**src/rtl/plic_master_pkg.sv**
```systemverilog
// Shared types and constants for the PLIC hart claim/complete master.
// Holds the sequencing state encoding and the fixed APB attributes.
package plic_master_pkg;

  typedef enum logic [2:0] {
    ST_IDLE      = 3'd0,
    ST_RD_SETUP  = 3'd1,
    ST_RD_ACCESS = 3'd2,
    ST_HOLD      = 3'd3,
    ST_WAIT_CMPL = 3'd4,
    ST_WR_SETUP  = 3'd5,
    ST_WR_ACCESS = 3'd6
  } state_e;

  localparam logic [2:0] APB_PROT = 3'b001;
  localparam logic [3:0] STRB_ALL = 4'hF;

  localparam int unsigned DEF_ID_WIDTH = 6;
  typedef logic [DEF_ID_WIDTH-1:0] irq_id_t;

  // Width of a down/up counter that must be able to hold max_val.
  function automatic int unsigned cnt_width(input int unsigned max_val);
    return (max_val < 1) ? 1 : $clog2(max_val + 1);
  endfunction

endpackage

```
**src/rtl/plic_apb_xfer.sv**
```systemverilog
// Single-transfer APB initiator: one req pulse launches SETUP then ACCESS,
// done/err report completion, slave error or an ACCESS-phase timeout.
module plic_apb_xfer
  import plic_master_pkg::*;
#(
  parameter int ADDR_WIDTH = 32,
  parameter int DATA_WIDTH = 32,
  parameter int TIMEOUT    = 16
) (
  input  logic                  pclk_i,
  input  logic                  prst_i,
  input  logic                  req,
  input  logic                  req_write,
  input  logic [ADDR_WIDTH-1:0] req_addr,
  input  logic [DATA_WIDTH-1:0] req_wdata,
  output logic                  done,
  output logic                  err,
  output logic                  psel_o,
  output logic                  penable_o,
  output logic                  pwrite_o,
  output logic [ADDR_WIDTH-1:0] paddr_o,
  output logic [DATA_WIDTH-1:0] pwdata_o,
  output logic [3:0]            pstrb_o,
  output logic [2:0]            pprot_o,
  input  logic                  pready_i,
  input  logic                  pslv_err_i
);

  localparam int TW = cnt_width(TIMEOUT);

  logic                  psel_reg;
  logic                  penable_reg;
  logic                  pwrite_reg;
  logic [ADDR_WIDTH-1:0] paddr_reg;
  logic [DATA_WIDTH-1:0] pwdata_reg;
  logic [3:0]            pstrb_reg;
  logic [2:0]            pprot_reg;
  logic [TW-1:0]         tmo_cnt_reg;
  logic                  tmo_hit;

  // The TIMEOUT-th ACCESS cycle without pready ends the transfer.
  assign tmo_hit = (tmo_cnt_reg == TW'(TIMEOUT - 1));
  assign done    = penable_reg && (pready_i || tmo_hit);
  assign err     = done && (!pready_i || pslv_err_i);

  always_ff @(posedge pclk_i or posedge prst_i) begin
    if (prst_i) begin
      psel_reg    <= 1'b0;
      penable_reg <= 1'b0;
      pwrite_reg  <= 1'b0;
      paddr_reg   <= '0;
      pwdata_reg  <= '0;
      pstrb_reg   <= '0;
      pprot_reg   <= '0;
      tmo_cnt_reg <= '0;
    end else if (req) begin
      psel_reg    <= 1'b1;
      penable_reg <= 1'b0;
      pwrite_reg  <= req_write;
      paddr_reg   <= req_addr;
      pwdata_reg  <= req_wdata;
      pstrb_reg   <= req_write ? STRB_ALL : 4'h0;
      pprot_reg   <= APB_PROT;
      tmo_cnt_reg <= '0;
    end else if (done) begin
      psel_reg    <= 1'b0;
      penable_reg <= 1'b0;
    end else if (penable_reg) begin
      tmo_cnt_reg <= tmo_cnt_reg + TW'(1);
    end else if (psel_reg) begin
      penable_reg <= 1'b1;
    end
  end

  assign psel_o    = psel_reg;
  assign penable_o = penable_reg;
  assign pwrite_o  = pwrite_reg;
  assign paddr_o   = paddr_reg;
  assign pwdata_o  = pwdata_reg;
  assign pstrb_o   = pstrb_reg;
  assign pprot_o   = pprot_reg;

endmodule

```
**src/rtl/plic_hart_claim_master.sv**
```systemverilog
// Services one PLIC hart context: claims a pending ID over APB, hands it to
// the core, then writes the completion ID back to the claim/complete register.
module plic_hart_claim_master
  import plic_master_pkg::*;
#(
  parameter int                    ADDR_WIDTH = 32,
  parameter int                    DATA_WIDTH = 32,
  parameter int                    ID_WIDTH   = 6,
  parameter logic [ADDR_WIDTH-1:0] CLAIM_ADDR = 32'hC020_0004,
  parameter int                    TIMEOUT    = 16,
  parameter int                    GAP        = 2
) (
  input  logic                  pclk_i,
  input  logic                  prst_i,
  input  logic                  en_i,
  input  logic                  irq_i,
  output logic                  psel_o,
  output logic                  penable_o,
  output logic                  pwrite_o,
  output logic [ADDR_WIDTH-1:0] paddr_o,
  output logic [DATA_WIDTH-1:0] pwdata_o,
  output logic [3:0]            pstrb_o,
  output logic [2:0]            pprot_o,
  input  logic [DATA_WIDTH-1:0] prdata_i,
  input  logic                  pready_i,
  input  logic                  pslv_err_i,
  output logic                  claim_valid_o,
  input  logic                  claim_ready_i,
  output logic [ID_WIDTH-1:0]   claim_id_o,
  input  logic                  cmpl_valid_i,
  output logic                  cmpl_ready_o,
  input  logic [ID_WIDTH-1:0]   cmpl_id_i,
  output logic                  err_o,
  output logic                  busy_o
);

  localparam int GW = cnt_width(GAP);

  state_e                state_reg, state_next;
  logic [GW-1:0]         gap_reg;
  logic [ID_WIDTH-1:0]   claim_id_reg;
  logic                  err_reg;
  logic                  xfer_req;
  logic                  xfer_write;
  logic [DATA_WIDTH-1:0] xfer_wdata;
  logic                  xfer_done;
  logic                  xfer_err;
  logic [ID_WIDTH-1:0]   rd_id;
  logic                  rd_claim_ok;

  // Only the ID field of the claim register carries meaning.
  logic unused_prdata_hi;
  assign unused_prdata_hi = ^prdata_i[DATA_WIDTH-1:ID_WIDTH];
  assign rd_id            = prdata_i[ID_WIDTH-1:0];
  assign rd_claim_ok      = xfer_done && !xfer_err && (rd_id != '0);

  plic_apb_xfer #(
    .ADDR_WIDTH (ADDR_WIDTH),
    .DATA_WIDTH (DATA_WIDTH),
    .TIMEOUT    (TIMEOUT)
  ) u_xfer (
    .pclk_i     (pclk_i),
    .prst_i     (prst_i),
    .req        (xfer_req),
    .req_write  (xfer_write),
    .req_addr   (CLAIM_ADDR),
    .req_wdata  (xfer_wdata),
    .done       (xfer_done),
    .err        (xfer_err),
    .psel_o     (psel_o),
    .penable_o  (penable_o),
    .pwrite_o   (pwrite_o),
    .paddr_o    (paddr_o),
    .pwdata_o   (pwdata_o),
    .pstrb_o    (pstrb_o),
    .pprot_o    (pprot_o),
    .pready_i   (pready_i),
    .pslv_err_i (pslv_err_i)
  );

  always_comb begin
    state_next = state_reg;
    xfer_req   = 1'b0;
    xfer_write = 1'b0;
    xfer_wdata = '0;
    unique case (state_reg)
      ST_IDLE: begin
        if ((gap_reg == '0) && en_i && irq_i) begin
          state_next = ST_RD_SETUP;
          xfer_req   = 1'b1;
        end
      end
      ST_RD_SETUP:  state_next = ST_RD_ACCESS;
      ST_RD_ACCESS: begin
        // Error, timeout and a spurious zero ID all abandon the claim.
        if (xfer_done) state_next = rd_claim_ok ? ST_HOLD : ST_IDLE;
      end
      ST_HOLD: begin
        if (claim_ready_i) state_next = ST_WAIT_CMPL;
      end
      ST_WAIT_CMPL: begin
        if (cmpl_valid_i) begin
          state_next = ST_WR_SETUP;
          xfer_req   = 1'b1;
          xfer_write = 1'b1;
          xfer_wdata = {{(DATA_WIDTH - ID_WIDTH){1'b0}}, cmpl_id_i};
        end
      end
      ST_WR_SETUP:  state_next = ST_WR_ACCESS;
      ST_WR_ACCESS: begin
        if (xfer_done) state_next = ST_IDLE;
      end
      default:      state_next = ST_IDLE;
    endcase
  end

  always_ff @(posedge pclk_i or posedge prst_i) begin
    if (prst_i) begin
      state_reg    <= ST_IDLE;
      gap_reg      <= GW'(GAP);
      claim_id_reg <= '0;
      err_reg      <= 1'b0;
    end else begin
      state_reg <= state_next;
      err_reg   <= xfer_done && xfer_err;
      // Give the PLIC time to update irq after each claim or completion.
      if ((state_next == ST_IDLE) && (state_reg != ST_IDLE)) begin
        gap_reg <= GW'(GAP);
      end else if ((state_reg == ST_IDLE) && (gap_reg != '0)) begin
        gap_reg <= gap_reg - GW'(1);
      end
      if ((state_reg == ST_RD_ACCESS) && rd_claim_ok) begin
        claim_id_reg <= rd_id;
      end
    end
  end

  assign claim_valid_o = (state_reg == ST_HOLD);
  assign claim_id_o    = claim_id_reg;
  assign cmpl_ready_o  = (state_reg == ST_WAIT_CMPL);
  assign err_o         = err_reg;
  assign busy_o        = (state_reg != ST_IDLE);

endmodule

```
**config.mk**
```make
export PLATFORM = sky130hd
export DESIGN_NAME = plic_hart_claim_master
export DESIGN_NICKNAME = d
export VERILOG_FILES = /design/src/rtl/plic_master_pkg.sv /design/src/rtl/plic_apb_xfer.sv /design/src/rtl/plic_hart_claim_master.sv
export SDC_FILE = /design/constraint.sdc
export NUM_CORES = 1
export LEC_CHECK = 0
export CAP_MARGIN = 15
export CORE_ASPECT_RATIO = 0.5
export CORE_MARGIN = 2
export CORE_UTILIZATION = 37
export DETAILED_ROUTE_END_ITERATION = 10
export GPL_TIMING_DRIVEN = 1
export PLACE_DENSITY = 0.84
export SYNTH_ARGS = -nofsm -noshare
export SYNTH_HDL_FRONTEND = slang
export SYNTH_SLANG_ARGS = --single-unit
```
**constraint.sdc**
```tcl
create_clock -name pclk_i -period 3.58 [get_ports pclk_i]
set_clock_uncertainty 0.05 [all_clocks]
set_input_delay 0.716 -clock pclk_i [delete_from_list [all_inputs] [get_ports pclk_i]]
set_output_delay 0.716 -clock pclk_i [all_outputs]
set_load 0.02 [all_outputs]
```
==> impl_metrics.csv <==
group,metric,value,unit
placement,io_buffers,47,
synthesis,synth_edf_count,0,
critical_path,cp_slowest_cell,"clkdlybuf4s50_1",
placement,gp_congestion,0.765,
critical_path,crit_type,"flop to output pin",
min_path,worstHoldPathCells,1,
timing,tns,0,ps
timing,worst_slew_pin_slew,1000,ps
detailed_routing,drt_wl_total,3150,um
critical_path,cp-start-kind,"flop",
critical_path,r2r-end,"u_xfer.tmo_cnt_reg[3]",
synthesis,yosysTopAreaCell,"dfrtp_1",
synthesis,synth_cells,168,
global_routing,grt_pass1_wl,4890,um
synthesis,ys_ff_latch,27,
clock_network,h-tree-depth,1,
floorplan,rows,17,
status,status,"complete, no violations",
clock_network,cts_tree,"yes",
synthesis,synthFlopType,"dfrtp_1",
synthesis,synth-async-reset-ratio,1.00,
critical_path,arrival,1920,ps
critical_path,worst-path-max-fanout,8,
clock_network,cts_buffers,3,
clock_network,hold_buffers,0,
timing,fmax,0.372,GHz
synthesis,synth_most_common_cell,"buf_4",
floorplan,fp.coreArea,4450,sq um
flow_run,drv_cap,0,
clock_network,cts_sinks,27,
timing,finalSetupViolations,0,
detailed_routing,wire_per_inst,11.8,um
timing,slew_violations,0,
critical_path,rr_worst_depth,6,
layout,layout-drive-gt1-share,0.0952,
critical_path,cp-end-kind,"output pin",
synthesis,syn_area,1730,sq um
clock_network,clock_path_buffers,2,
detailed_routing,drt_iter0_drc,45,
layout,diodes,0,
detailed_routing,drc,0,
timing,finalWorstSetupSlack,891,ps
clock_network,root_buffer,"clkbuf_8",
synthesis,yosysUniqueCellTypes,42,
critical_path,timing.rr.start,"u_xfer.tmo_cnt_reg[0]",
critical_path,cp.required,2810,ps
global_routing,gr-total-overflow,0,
floorplan,die_y,52.3,um
timing,period_minus_slack,2690,ps
floorplan,die_x,101,um
clock_network,path_clk_slew,90,ps
detailed_routing,via_per_inst,4.34,
timing,hold_viol_final,0,
layout,final_util,0.460,
critical_path,max_stage_delay,630,ps
floorplan,die_area,5270,sq um
placement,pre_cts_slack,1040,ps
floorplan,pin_count,130,
clock_network,cts_resized,0,
critical_path,crit_chain,"nor2b_1, and2_1, clkdlybuf4s50_1",
synthesis,synth_commonest_cells,"buf_4 (64), dfrtp_1 (26), inv_1 (9), a22o_1 (7)",
floorplan,initial_core_util,0.389,
pwr,p_total,1.66,mW
placement,dp_hpwl,2560,um
synthesis,ys.warnings.count,0,
synthesis,yosysTopAreaCellShare,0.376,
synthesis,ys_seq_area_frac,0.391,
layout,nets,260,
pwr,p_leak,0.983,nW
synthesis,syn_area_per_cell,10.3,sq um
min_path,hold_end,"u_xfer.pwdata_o[4]",
timing,slew_headroom,0.331,
timing,hold-worst-slack,453,ps
critical_path,r2r_slack,1360,ps
synthesis,yosys-top-cells-area,"dfrtp_1 (38%), buf_4 (28%), a22o_1 (3.5%), mux2_4 (3.5%), ha_1 (2.2%)",
min_path,min-delay-start,"u_xfer.pwdata_o[4]",
pwr,vdd_ir_drop_max,0.209,mV
global_routing,grt_antenna_before_repair,0,
global_routing,grt_pass1_vias,1031,
detailed_routing,vias,1158,
min_path,hold_path.class,"flop to flop",
clock_network,clk_latency,270,ps
detailed_routing,drtPass1Iterations,4,
pwr,powerDensity,813,nW/um^2
layout,fill_cells,410,
timing,finalCritPeriodShare,0.751,
layout,area_growth,18.3,%
clock_network,post_cts_buffers,0,
global_routing,grt_start_max_net_pins,28,
timing,rsz0062_at_grt,"false",
detailed_routing,final_antenna_net_count,0,
global_routing,grt_use_total,0.119,
[report_power, final]
| part | total (mW) | switching, mW | internal, mW |
|---|---|---|---|
| sequential | 0.565 | 0.115 | 0.450 |
| clock | 0.168 | 0.0881 | 0.0796 |
| combinational | 0.929 | 0.474 | 0.455 |
[cell families after synthesis]
family / count (synthesis) / synth area share
and+or+nand+nor: 26 / 0.0919
other: 1 / 0.00217
AOI/OAI and AO/OA: 28 / 0.130
muxes: 7 / 0.0535
buffers and inverters: 74 / 0.300
xor gates and xnor gates: 2 / 0.0101
DFF: 27 / 0.391
adders and majority gates: 3 / 0.0217
[layout make-up]
type	count	area [sq um]	area share
Clock buffer	4	45.0	0.0220
Multi-Input combinational cell	122	741	0.362
Sequential cell	27	677	0.331
Timing Repair Buffer	48	478	0.234
Tap cell	57	71.3	0.0349
Inverter	9	33.8	0.0165
[per-stage QoR]
| stage | area (sq um) | instances |
|---|---|---|
| floorplan | 1940 | 223 |
| global placement | 2000 | 263 |
| detailed placement | 2000 | 263 |
| CTS | 2050 | 267 |
| global route | 2050 | 267 |
| finish | 2050 | 267 |
[routing by layer]
| metal | up-vias | wire [um] | global-route usage |
|---|---|---|---|
| met5 | - | 0 | 0 |
| met4 | 0 | 45 | 0.0411 |
| met3 | 4 | 181 | 0.0280 |
| met2 | 62 | 1710 | 0.229 |
| met1 | 556 | 1210 | 0.130 |
| li1 | 536 | - | - |
[worst max-delay path, delay by kind of cell (launching register included)]
| kind | cells | cell delay [ps] |
|---|---|---|
| flip-flops | 1 | 460 |
| buffers and inverters | 1 | 630 |
| AND/OR/NAND/NOR | 2 | 560 |
[how the worst max path moves through the flow]
stage                     startpoint                    end  slack, ps  depth (start not counted)
6_report                state_reg[1]          claim_valid_o        890                          3
5_1_grt                 state_reg[1]          claim_valid_o        810                          3
4_1_cts                 state_reg[1]          claim_valid_o        900                          3
3_5_place_dp             prdata_i[2]          claim_id_o[1]       1040                          4
3_3_place_gp             prdata_i[2]          claim_id_o[0]       1110                          4
2_1_floorplan  u_xfer.tmo_cnt_reg[0]  u_xfer.tmo_cnt_reg[3]       1530                          6
[cell usage in the layout, fill, tap and decap left out, types with 4 or more instances in the layout]
cell / instances
a21oi_1: 5
a22o_1: 7
clkdlybuf4s50_1: 47
conb_1: 56
dfrtp_1: 26
inv_1: 9
mux2_4: 4
nand2_1: 5
o21ai_0: 5
Note: power is estimated with default switching activity, not from simulation.
